File: config.mk
export PLATFORM = sky130hd
export DESIGN_NAME = chk_loop_sweep
export DESIGN_NICKNAME = d
export VERILOG_FILES = /design/src/rtl/chk_loop_sweep.sv
export SDC_FILE = /design/constraint.sdc
export NUM_CORES = 1
export LEC_CHECK = 0
export CORE_AREA = 2 2 131 69
export DETAILED_ROUTE_END_ITERATION = 12
export DIE_AREA = 0 0 133 71
export GPL_ROUTABILITY_DRIVEN = 0
export PLACE_DENSITY = 0.72
export SLEW_MARGIN = 20
export SYNTH_ARGS = -nofsm -noshare
export SYNTH_HDL_FRONTEND = slang
export SYNTH_SLANG_ARGS = --single-unit
File: constraint.sdc
create_clock -name clk_100Mz -period 4.5 [get_ports clk_100Mz]
set_clock_uncertainty 0.2 [all_clocks]
set_input_delay 1.125 -clock clk_100Mz [delete_from_list [all_inputs] [get_ports clk_100Mz]]
set_output_delay 1.125 -clock clk_100Mz [all_outputs]
set_load 0.005 [all_outputs]
File: src/rtl/chk_loop_sweep.sv
// Power-up delay, then a PRBS7 loopback check of each of N_CH channels in turn.
// Define CHK_ERR_CNT_EN to add the per-channel 8-bit mismatch count output err_cnt.
module chk_loop_sweep #(
    parameter int N_CH     = 8,
    parameter int DELAY    = 5000000,
    parameter int PAT_LEN  = 16,
    parameter int LOOP_LAT = 2,
    parameter int BIT_DIV  = 4
) (
    input  logic                    clk_100Mz,
    input  logic                    reset,
    input  logic                    tick_1Mz,
    input  logic                    start,
    input  logic                    mode_cont,
    input  logic [N_CH-1:0]         lb_in,
    output logic [N_CH-1:0]         lb_out,
    output logic [$clog2(N_CH)-1:0] ch_sel,
    output logic                    busy,
    output logic [N_CH-1:0]         ready_channel,
    output logic [N_CH-1:0]         fail_channel,
    output logic                    status_valid,
    output logic [$clog2(N_CH):0]   pass_cnt
`ifdef CHK_ERR_CNT_EN
    ,
    output logic [N_CH*8-1:0]       err_cnt
`endif
);
    localparam int CW      = $clog2(N_CH);
    localparam int DW      = $clog2(DELAY) + 1;
    localparam int BW      = $clog2(BIT_DIV);
    localparam int PERIODS = PAT_LEN + LOOP_LAT;
    localparam int PW      = $clog2(PERIODS) + 1;
    localparam int EW      = $clog2(PAT_LEN) + 1;

    localparam logic [2:0] S_DELAY = 3'd0;
    localparam logic [2:0] S_IDLE  = 3'd1;
    localparam logic [2:0] S_RUN   = 3'd2;
    localparam logic [2:0] S_NEXT  = 3'd3;
    localparam logic [2:0] S_DONE  = 3'd4;

    logic [2:0]          state;
    logic [DW-1:0]       dcnt;
    logic [BW-1:0]       bcnt;
    logic [PW-1:0]       pcnt;
    logic [6:0]          prbs;
    logic [LOOP_LAT-1:0] hist;
    logic [EW-1:0]       err;
    logic [N_CH-1:0]     sync1, sync2;
    logic [N_CH-1:0]     ready_nxt;
    logic                bit_end, run_end, mismatch;

    function automatic logic [CW:0] popcount(input logic [N_CH-1:0] v);
        logic [CW:0] n;
        n = '0;
        for (int i = 0; i < N_CH; i++) n += (CW+1)'(v[i]);
        return n;
    endfunction

    assign bit_end  = (bcnt == BW'(BIT_DIV-1));
    assign run_end  = bit_end && (pcnt == PW'(PERIODS-1));
    // hist[LOOP_LAT-1] is the bit transmitted LOOP_LAT periods before the current one
    assign mismatch = (pcnt >= PW'(LOOP_LAT)) && (sync2[ch_sel] != hist[LOOP_LAT-1]);

    assign busy         = (state == S_RUN) || (state == S_NEXT) || (state == S_DONE);
    assign status_valid = (state == S_DONE);

    always_comb begin
        lb_out = '0;
        if (state == S_RUN) lb_out[ch_sel] = prbs[6];
    end

    always_comb begin
        ready_nxt         = ready_channel;
        ready_nxt[ch_sel] = (err == '0);
    end

    always_ff @(posedge clk_100Mz) begin
        if (reset) begin
            state         <= S_DELAY;
            dcnt          <= '0;
            ch_sel        <= '0;
            bcnt          <= '0;
            pcnt          <= '0;
            prbs          <= 7'h7F;
            hist          <= '0;
            err           <= '0;
            sync1         <= '0;
            sync2         <= '0;
            ready_channel <= '0;
            fail_channel  <= '0;
            pass_cnt      <= '0;
        end else begin
            sync1 <= lb_in;
            sync2 <= sync1;
            case (state)
                S_DELAY: begin
                    if (start) begin
                        state  <= S_RUN;
                        ch_sel <= '0;
                    end else if (tick_1Mz) begin
                        if (dcnt == DW'(DELAY-1)) begin
                            state  <= S_RUN;
                            ch_sel <= '0;
                        end else begin
                            dcnt <= dcnt + 1'b1;
                        end
                    end
                end
                S_IDLE: begin
                    if (start) begin
                        state  <= S_RUN;
                        ch_sel <= '0;
                    end
                end
                S_RUN: begin
                    bcnt <= bit_end ? '0 : bcnt + 1'b1;
                    if (bit_end) begin
                        prbs <= {prbs[5:0], prbs[6] ^ prbs[5]};
                        hist <= LOOP_LAT'({hist, prbs[6]});
                        pcnt <= pcnt + 1'b1;
                        if (mismatch && err != '1) err <= err + 1'b1;
                    end
                    // RUN is only left here or by reset, so reseeding on exit
                    // guarantees a fresh pattern on every RUN entry
                    if (run_end) begin
                        state <= S_NEXT;
                        prbs  <= 7'h7F;
                        pcnt  <= '0;
                    end
                end
                S_NEXT: begin
                    ready_channel        <= ready_nxt;
                    fail_channel[ch_sel] <= (err != '0);
                    err                  <= '0;
                    if (ch_sel == CW'(N_CH-1)) begin
                        state    <= S_DONE;
                        pass_cnt <= popcount(ready_nxt);
                    end else begin
                        ch_sel <= ch_sel + 1'b1;
                        state  <= S_RUN;
                    end
                end
                S_DONE: begin
                    if (mode_cont) begin
                        state  <= S_RUN;
                        ch_sel <= '0;
                    end else begin
                        state <= S_IDLE;
                    end
                end
                default: state <= S_DELAY;
            endcase
        end
    end

`ifdef CHK_ERR_CNT_EN
    logic [EW+7:0] err_ext;
    assign err_ext = (EW+8)'(err);

    always_ff @(posedge clk_100Mz) begin
        if (reset) begin
            err_cnt <= '0;
        end else if (state == S_NEXT) begin
            err_cnt[ch_sel*8 +: 8] <= (err_ext > (EW+8)'(255)) ? 8'hFF : err_ext[7:0];
        end
    end
`endif
endmodule

After elaboration in Yosys (flattened, before gate mapping)
Cells that the tools add are included.
{ "totals": {"ram_bits": 0, "register_bits": 88, "out_inout_bits": 33, "mem_count": 0, "mem_bits_ro": 0, "latch_bits": 0, "wordCells": 99, "in_bits": 13} }
{ "classes": {"eq_ne": 18, "n_bitwise": 4, "mul": 0, "muxes": 30, "n_lt_le_gt_ge": 3, "div": 0, "shifts": 0, "n_reduce_logical": 19, "n_addsub": 12} }
{ "op_table": {"columns": ["cell", "count"], "rows": [
  ["2-to-1 mux 3 bit", 12],
  ["adder 24 x 1 -> 24 bit (second input constant)", 1],
  ["equality test 24 x 23 -> 1 bit (second input constant)", 1],
  ["adder 4 x 1 -> 4 bit", 4],
  ["bitwise mux 8 bit", 2],
  ["case mux 3 bit (5 select lines)", 1],
  ["2-to-1 mux 7 bit", 2],
  ["2-to-1 mux 6 bit", 2],
  ["case mux 3 bit (4 select lines)", 1],
  ["2-to-1 mux 5 bit", 2],
  ["!= test 2 bit (second input constant)", 5],
  ["case mux 5 bit (2 select lines)", 1],
  ["bitwise AND 8 bit", 1],
  ["2-to-1 mux 8 bit", 1],
  ["AND reduction 4 bit", 2],
  ["adder 6 x 1 -> 6 bit (second input constant)", 1],
  ["equality test 3 x 2 -> 1 bit (second input constant)", 2],
  ["equality test 3 bit (second input constant)", 2],
  ["equality test 6 x 5 -> 1 bit (second input constant)", 1],
  ["greater-or-equal comparator 6 x 2 -> 1 bit (second input constant)", 1],
  ["!= test 3 bit (second input constant)", 2],
  ["AND reduction 2 bit", 3],
  ["AND reduction 6 bit", 1],
  ["adder 5 x 1 -> 5 bit (second input constant)", 1],
  ["26 further kinds", 34]
]} }

Logic depth before layout (Yosys ltp)
Gate-level depths: netlist of run 1.
{ "depth": {"depth_word": 12, "depth_mapped": 17, "depth_no_buf": 16} }

Worst setup path before layout of run 1
OpenSTA, ideal clock, no wires.
{ "synth_timing": {"kind": "register to register", "startpoint": "register err[0]", "endpoint": "register pass_cnt[2]", "t_required_ps": 4172, "setup_ps": 128, "arrival_time_ps": 3849, "stages_incl_launch_ff": 18, "period_less_slack_ps": 4176, "slack_ps": 324, "path_cell_list": "dfxtp_1 > inv_1 > ha_1 > or4b_2 > clkbuf_1 > o21ai_0 > fa_1 > inv_1 > fa_1 > fa_1 > inv_1 > ha_1 > inv_1 > fa_1 > xor2_1 > nor2_1 > a21oi_1 > nor2_1"} }
{ "synth_via": {"elab_chain_len": 9} }
{ "synth_rtl": {"columns": ["item", "line", "source"], "rows": [
  ["start: declaration", "47", "logic [EW-1:0] err;"],
  ["start signal: assignment", "121", "if (mismatch && err != '1) err <= err + 1'b1;"],
  ["logical NOT 5 bit", "74", "ready_nxt[ch_sel] = (err == '0);"],
  ["bitwise mux 8 bit", "74", null],
  ["named net ready_nxt[1]", "49", "logic [N_CH-1:0] ready_nxt;"],
  ["adder 1 x 1 -> 2 bit", "55", "for (int i = 0; i < N_CH; i++) n += (CW+1)'(v[i]);"],
  ["adder 2 x 1 -> 3 bit", "55", null],
  ["adder 3 x 1 -> 4 bit", "55", null],
  ["adder 4 x 1 -> 4 bit (4 in series)", "55", null],
  ["end signal: assignment", "137", "pass_cnt <= popcount(ready_nxt);"],
  ["end: declaration", "22", "output logic [$clog2(N_CH):0] pass_cnt"]
]} }
The timed path passes the listed nets, and every way through them passes these cells.
A chain may end at the register's enable or synchronous reset.

Worst setup path in the final report of run 1
Same ends and word-level chain as after synthesis.

==> results of run 1 <==
## flip-flops by register name, summed over array words and instances, names as in the netlist
name	flops
ch_sel	3
prbs	7
state	3
dcnt	24
fail_channel	8
err	5
sync2	8
sync1	8
pcnt	6
hist	2
bcnt	2
ready_channel	8
pass_cnt	4
## cells in the mapped netlist, types with 2 or more instances
cell type,number,area (sq um)
nor2b_1,19,119
dfxtp_1,88,1760
nor4bb_1,2,20.0
nor4_1,5,31.3
nand3b_1,4,30.0
nand2b_1,6,37.5
nor2_1,67,251
o21ai_0,22,110
a2111oi_0,3,26.3
a31oi_1,2,12.5
mux4_2,2,45.0
a21oi_1,34,170
fa_1,4,80.1
buf_1,4,15.0
a211oi_1,10,75.1
nand2_1,46,173
a311oi_1,2,17.5
or3b_2,2,17.5
and3_1,7,43.8
buf_2,2,10.0
xnor2_1,15,131
nand3_1,24,120
o211ai_1,2,15.0
nor3_1,6,30.0
nor4b_1,3,26.3
nand4_1,9,56.3
and4_1,2,17.5
mux2_2,3,33.8
inv_1,14,52.6
nor3b_1,6,45.0
clkbuf_1,16,60.1
mux2i_1,9,90.1
or3_1,7,43.8
ha_1,13,163
xor2_1,7,61.3
## worst max-delay path: cells and delay by family, from the launching register on
| family | cells | cell delay (ns) |
|---|---|---|
| DFF | 1 | 0.33 |
| and+or+nand+nor | 3 | 0.62 |
| adders and majority gates | 6 | 2.08 |
| buffers and inverters | 4 | 0.32 |
| xor gates and xnor gates | 1 | 0.16 |
| AOI/OAI and AO/OA | 2 | 0.32 |
## layer usage
| metal | up-vias | routed length [microns] | global-route usage, % | part of all wire, % |
|---|---|---|---|---|
| met2 | 105 | 3840 | 29.6 | 41 |
| met3 | 11 | 647 | 5.73 | 6.9 |
| met5 | - | 0 | 0 | 0 |
| met4 | 0 | 97 | 6.57 | 1.0 |
| met1 | 1666 | 4800 | 31.4 | 51 |
| li1 | 1759 | - | - | - |
## per-stage QoR
step / power [mW] / utilization, % / cells / cell area, sq um
finish: 1.61 / 59.9 / 644 / 5020
global route: 1.67 / 59.9 / 644 / 5020
CTS: 1.63 / 59.9 / 644 / 5010
detailed placement: 0.867 / 56.2 / 628 / 4710
global placement: 0.865 / 56.2 / 628 / 4710
floorplan: 0.845 / - / 481 / 4150
## power groups by stage
stage               Sequential, mW  Clock [mW]  Combinational [mW]
floorplan                    0.809           0              0.0360
global placement             0.811           0              0.0541
detailed placement           0.812           0              0.0558
CTS                          0.794       0.775              0.0563
global route                 0.795       0.809              0.0624
finish                       0.794       0.759              0.0565
## final cells by class
| type | count | area (sq um) |
|---|---|---|
| well taps | 117 | 146 |
| fillers | 707 | 3360 |
| flip-flops and latches | 88 | 1760 |
| multi-input cells | 357 | 2260 |
| clock inverters | 7 | 78.8 |
| clock buffers | 9 | 225 |
| inverters | 14 | 52.6 |
| repair buffers | 52 | 498 |
## cell families (layout without fill, tap and decap cells)
family	count (synthesis)	after routing	synth area share (%)
and+or+nand+nor	225	225	28.6
buffers and inverters	36	82	3.32
adders and majority gates	17	17	5.86
xor gates and xnor gates	22	22	4.65
DFF	88	88	42.5
AOI/OAI and AO/OA	79	79	11.0
muxes	14	14	4.07
## timing repair
item | in CTS | in global routing
hold buffers | 0 | 0
gates resized for setup | 0 | 3
setup endpoints to repair | 0 | 2
## worst paths after layout
kind,start,endpoint,slack [ns]
min reg2reg,sync1[6],sync2[6],0.24
min,sync1[6],sync2[6],0.24
max reg2reg,err[0],pass_cnt[2],0.35
max,err[0],pass_cnt[2],0.35
==> results_dict.tcl, run 1 <==
set metrics [dict create \
    cpPeakStageDelay_ns 0.52 \
    hold_class "flop to flop" \
    drt-pass1-iter-count 5 \
    period_share_pct 92.2 \
    grt_usage_pct 21.1 \
    insertion_delay_ns 0.34 \
    ys_types 49 \
    finalHoldViolCount 0 \
    final_common_cell "dfxtp_1" \
    powerDensity_nw_per_um2 321 \
    final_cell_mix "dfxtp_1, nor2_1, nand2_1, clkdlybuf4s50_1, a21oi_1" \
    fp.dieW_microns 133 \
    slowest_stage "or4b_4" \
    dp.final_hpwl_microns 6740 \
    cts_tree "built" \
    fin_ws_ns 0.350 \
    crit_path_cell_trace "inv_1 > ha_1 > or4b_4 > o21ai_1 > fa_1 > inv_1 > fa_1 > fa_1 > inv_1 > ha_1 > inv_1 > fa_1 > xor2_1 > nor2_1 > a21oi_1 > nor2_1" \
    drive_gt1_share_pct 7.40 \
    ys_seq_area_share_pct 42.5 \
    end_kind "flop" \
    ys.flop_type "dfxtp_1" \
    grt_overflow_total 0 \
    worst_slew_pin_slew_ns 1.01 \
    routedWlPerCell_microns 14.6 \
    synth.avg_cell_area_sq_um 8.62 \
    setup_viol 0 \
    nets 552 \
    startpoint_type "flop" \
    timing.hold.ws_ns 0.237 \
    numCtsBuffers 9 \
    cts_max_path_buffers 2 \
    crit_fanout 7 \
    fp.coreArea_sq_um 8380 \
    drv_slew 0 \
    power_frac_seq_pct 49.3 \
    routed_via_density 5.50 \
    async_flop_share_pct 0 \
    worstPathRequired_ns 4.53 \
    fin_crit_ns 4.15 \
    grt_max_degree 55 \
    numPortBuffers 45 \
    worstRegToRegCells 16 \
    clk_pin_slew_ns 0.06 \
    n_antenna_cell 0 \
    ys_ff_latch 88 \
    p_leak_nw 1.78 \
    dp_slack_ns 0.130 \
    maxSlewHeadroom_pct 32.5 \
    switching_share_pct 22.4 \
    grt_first_pass_wirelength_microns 15700 \
    antenna_found_initial 0 \
    max-cap-violations 0 \
    cts_root_buffer "clkbuf_16" \
    synth_edf_count 0 \
    die_y_microns 71 \
    drtIter0Drc 341 \
    vias 3541 \
    max_freq_mhz 241 \
    clkPwrFrac_pct 47.2 \
    syn_inst 481 \
    grt_pass1_vias 3153 \
    cts.sinks 88 \
    io_pins 46 \
    ant_nets 0 \
    p_comb_share_pct 3.5 \
    rsz0062_at_grt "false" \
    hold_depth 1 \
    netlist_area_sq_um 4150 \
    crit_arrival_ns 4.18 \
    drc_errors 0 \
    syn_to_final_growth_pct 21.1 \
    criticalPathCategory "flop to flop" \
    cts_setup_buffers 0 \
    tns_ns 0 \
    routed_wl_microns 9390 \
    die_area_sq_um 9440 \
    status "finished, final reports clean" \
    initial_core_util_pct 49.5 \
    syn_nets 511 \
    yosysWarnings 0 \
    p_int_mw 1.25 \
    switchingPower_mw 0.361 \
    htreeDepth 3 \
    ir_worst_vdd_mv 0.188 \
    rows 24 \
]
(Power assumes the default switching activity.)
==> run 2: changes to the inputs <==
- ABC_CLOCK_PERIOD_IN_PS: not set -> 4500
- CAP_MARGIN: not set -> 10
==> results of run 2 <==
Same layout as run 1: the final DEF is identical, and so are final timing and power.
==> RTL edit, RTL diff (config.mk and constraints of run 2) <==
Register the input `mode_cont` before use, with the module's reset. The logic sees it one clock later. The other inputs are not delayed to match.
--- a/src/rtl/chk_loop_sweep.sv
+++ b/src/rtl/chk_loop_sweep.sv
@@ -37,6 +37,16 @@
     localparam logic [2:0] S_RUN   = 3'd2;
     localparam logic [2:0] S_NEXT  = 3'd3;
     localparam logic [2:0] S_DONE  = 3'd4;
+
+    logic mode_cont_q;
+
+    always_ff @(posedge clk_100Mz) begin
+        if (reset) begin
+            mode_cont_q <= '0;
+        end else begin
+            mode_cont_q <= mode_cont;
+        end
+    end
 
     logic [2:0]          state;
     logic [DW-1:0]       dcnt;
@@ -141,7 +151,7 @@
                     end
                 end
                 S_DONE: begin
-                    if (mode_cont) begin
+                    if (mode_cont_q) begin
                         state  <= S_RUN;
                         ch_sel <= '0;
                     end else begin
Formal check against the unedited RTL: no difference found for any inputs over 10 cycles, from zero or initial values and one cycle with reset high; that may be too few to reach the edited logic, so the function may still have changed.
==> RTL edit against run 2 <==
  * Combinational power fell by 4%
  * Global-route usage is 0.40 points higher
  * Fmax rose by 1.0%
  * Largest cell class unchanged
  * Total power up 1.7%
  * Final area shrank 0.52%
  * Area after synthesis is 0.91% lower
  * Clock power grew 3%
  * Routed wire length grew 3.5%
  * Via count fell by 2.1%
  * Worst setup slack improved by 0.042 ns
  * First-iteration DRC count decreased by 25%
  * Sequential cell count up 1
  * Count of clock-buffer cells in the layout up 1
==> RTL edit: results (changes against run 2) <==
Run status
  – Status: complete, no violations

Route
  – Vias: 3466 (-2.1%)
  – Drt first pass iters: 4 (-1)
  – DRT iter0 DRCs: 256 (-25%)
  – Avg WL per Cell: 15.1 um (+3.5%)

GRT
  – Total Routing Usage GR: 21.5% (+0.40 points)
  – First-pass GRT wire length: 15.9 mm (+1.2%)
  – Vias in the first global route: 3265 (+3.6%)
  – Largest net degree at the start of global routing: 51 (-7.3%)
  – Number of antenna violations at the first check in global routing: 0 (unchanged)

Placement
  – Place WS: 0.101 ns (-0.0284 ns)
  – Placed wire-length estimate: 6.80 mm (+0.90%)
  – Port Buf Inserts: 45 (unchanged)

Clocking
  – Skew-Pair Late Insertion Delay: 0.34 ns (about the same)

Pwr
  – VDD IR max: 0.000161 V (-15%)
  – P_leak: 0.00178 uW (-0.43%)

Logic synthesis
  – Average size of a mapped cell: 8.50 um2 (-1.3%)
  – Top cells by count, synth: dfxtp_1 (89), nor2_1 (69), nand2_1 (46)
  – Synth cell types: 47 (-4.1%)
  – Seq/Total Area, Yosys: 43.4% (+0.88 points)
  – Top cells by area, synth: dfxtp_1 (43%), nor2_1 (6.3%), nand2_1 (4.2%)
  – Syn nets: 513 (+0.39%)

STA
  – Worst-Margin Slew: 1.02 ns (+0.00374 ns)

Setup path
  – Arrival time worst endpoint: 4.14 ns (-0.04 ns)
  – Worst-path maximum fanout: 6 (-1)

Finish
  – Ratio of cells with drive above 1 in the final layout: 7.21% (-0.19 points)
## RTL edit: changes by cell type after synthesis, moves of 3 or more
cell      change
nor3_1        +9
nor3b_1       -4
nand3_1       -4
o21ai_0       -4
buf_1         -3
or4_1         +3
clkbuf_1      +6
a211oi_1      -4
## RTL edit: stage by stage
| step | instance area, um2 | std cells |
|---|---|---|
| 2_1_floorplan | 4110 | 483 |
| 3_3_place_gp | 4670 | 628 |
| 3_5_place_dp | 4670 | 628 |
| 4_1_cts | 4980 | 644 |
| 5_1_grt | 4990 | 644 |
| 6_report | 4990 | 644 |
## RTL edit: kinds of logic after synthesis
logic type,synth area share [%]
xor+xnor,4.69
flops,43.4
simple gates,28.1
fa+ha+maj,5.91
mux,4.33
buf+inv,3.69
compound gates,9.96
## RTL edit: routing by layer
layer  track usage, %  up-vias  wire [um]
met5                0        -          0
met4             5.26        0         24
met3             6.24        2        552
met2             31.8      102       4070
met1             30.9     1619       5060
li1                 -     1743          -
## RTL edit: worst paths after layout
check,start,endpoint,slack [ns]
max,err[0],pass_cnt[2],0.39
min,sync1[7],sync2[7],0.24
max reg2reg,err[0],pass_cnt[2],0.39
min reg2reg,sync1[7],sync2[7],0.24
## RTL edit: area by class of cell
class	instances	area, um2
fillers	729	3390
clock buffers	10	239
clock inverters	6	72.6
multi-input cells	354	2190
flip-flops and latches	89	1780
inverters	16	60.1
well taps	117	146
repair buffers	52	498
## RTL edit: power breakdown
group / switching [uW] / leakage (uW) / internal [uW] / total [uW]
clock network: 325 / 0.000151 / 453 / 779
registers: 6.01 / 0.000721 / 798 / 804
logic: 30.1 / 0.000905 / 24.5 / 54.5
## RTL edit: what timing repair did
action | 4_1_cts | 5_1_grt
gates resized for setup | 0 | 4
setup endpoints to repair | 0 | 2
buffers inserted | 0 | 0
hold buffers | 0 | 0
## RTL edit: worst register-to-register path, stage by stage (launching register included)
cell	delay (ns)
dfxtp_1	0.33
inv_1	0.10
ha_1	0.17
or4b_4	0.53
o21ai_1	0.20
fa_1	0.45
inv_1	0.10
fa_1	0.42
fa_1	0.48
inv_1	0.06
ha_1	0.16
inv_1	0.06
fa_1	0.37
xor2_1	0.14
nor2_1	0.05
a21oi_1	0.12
nor2_1	0.06
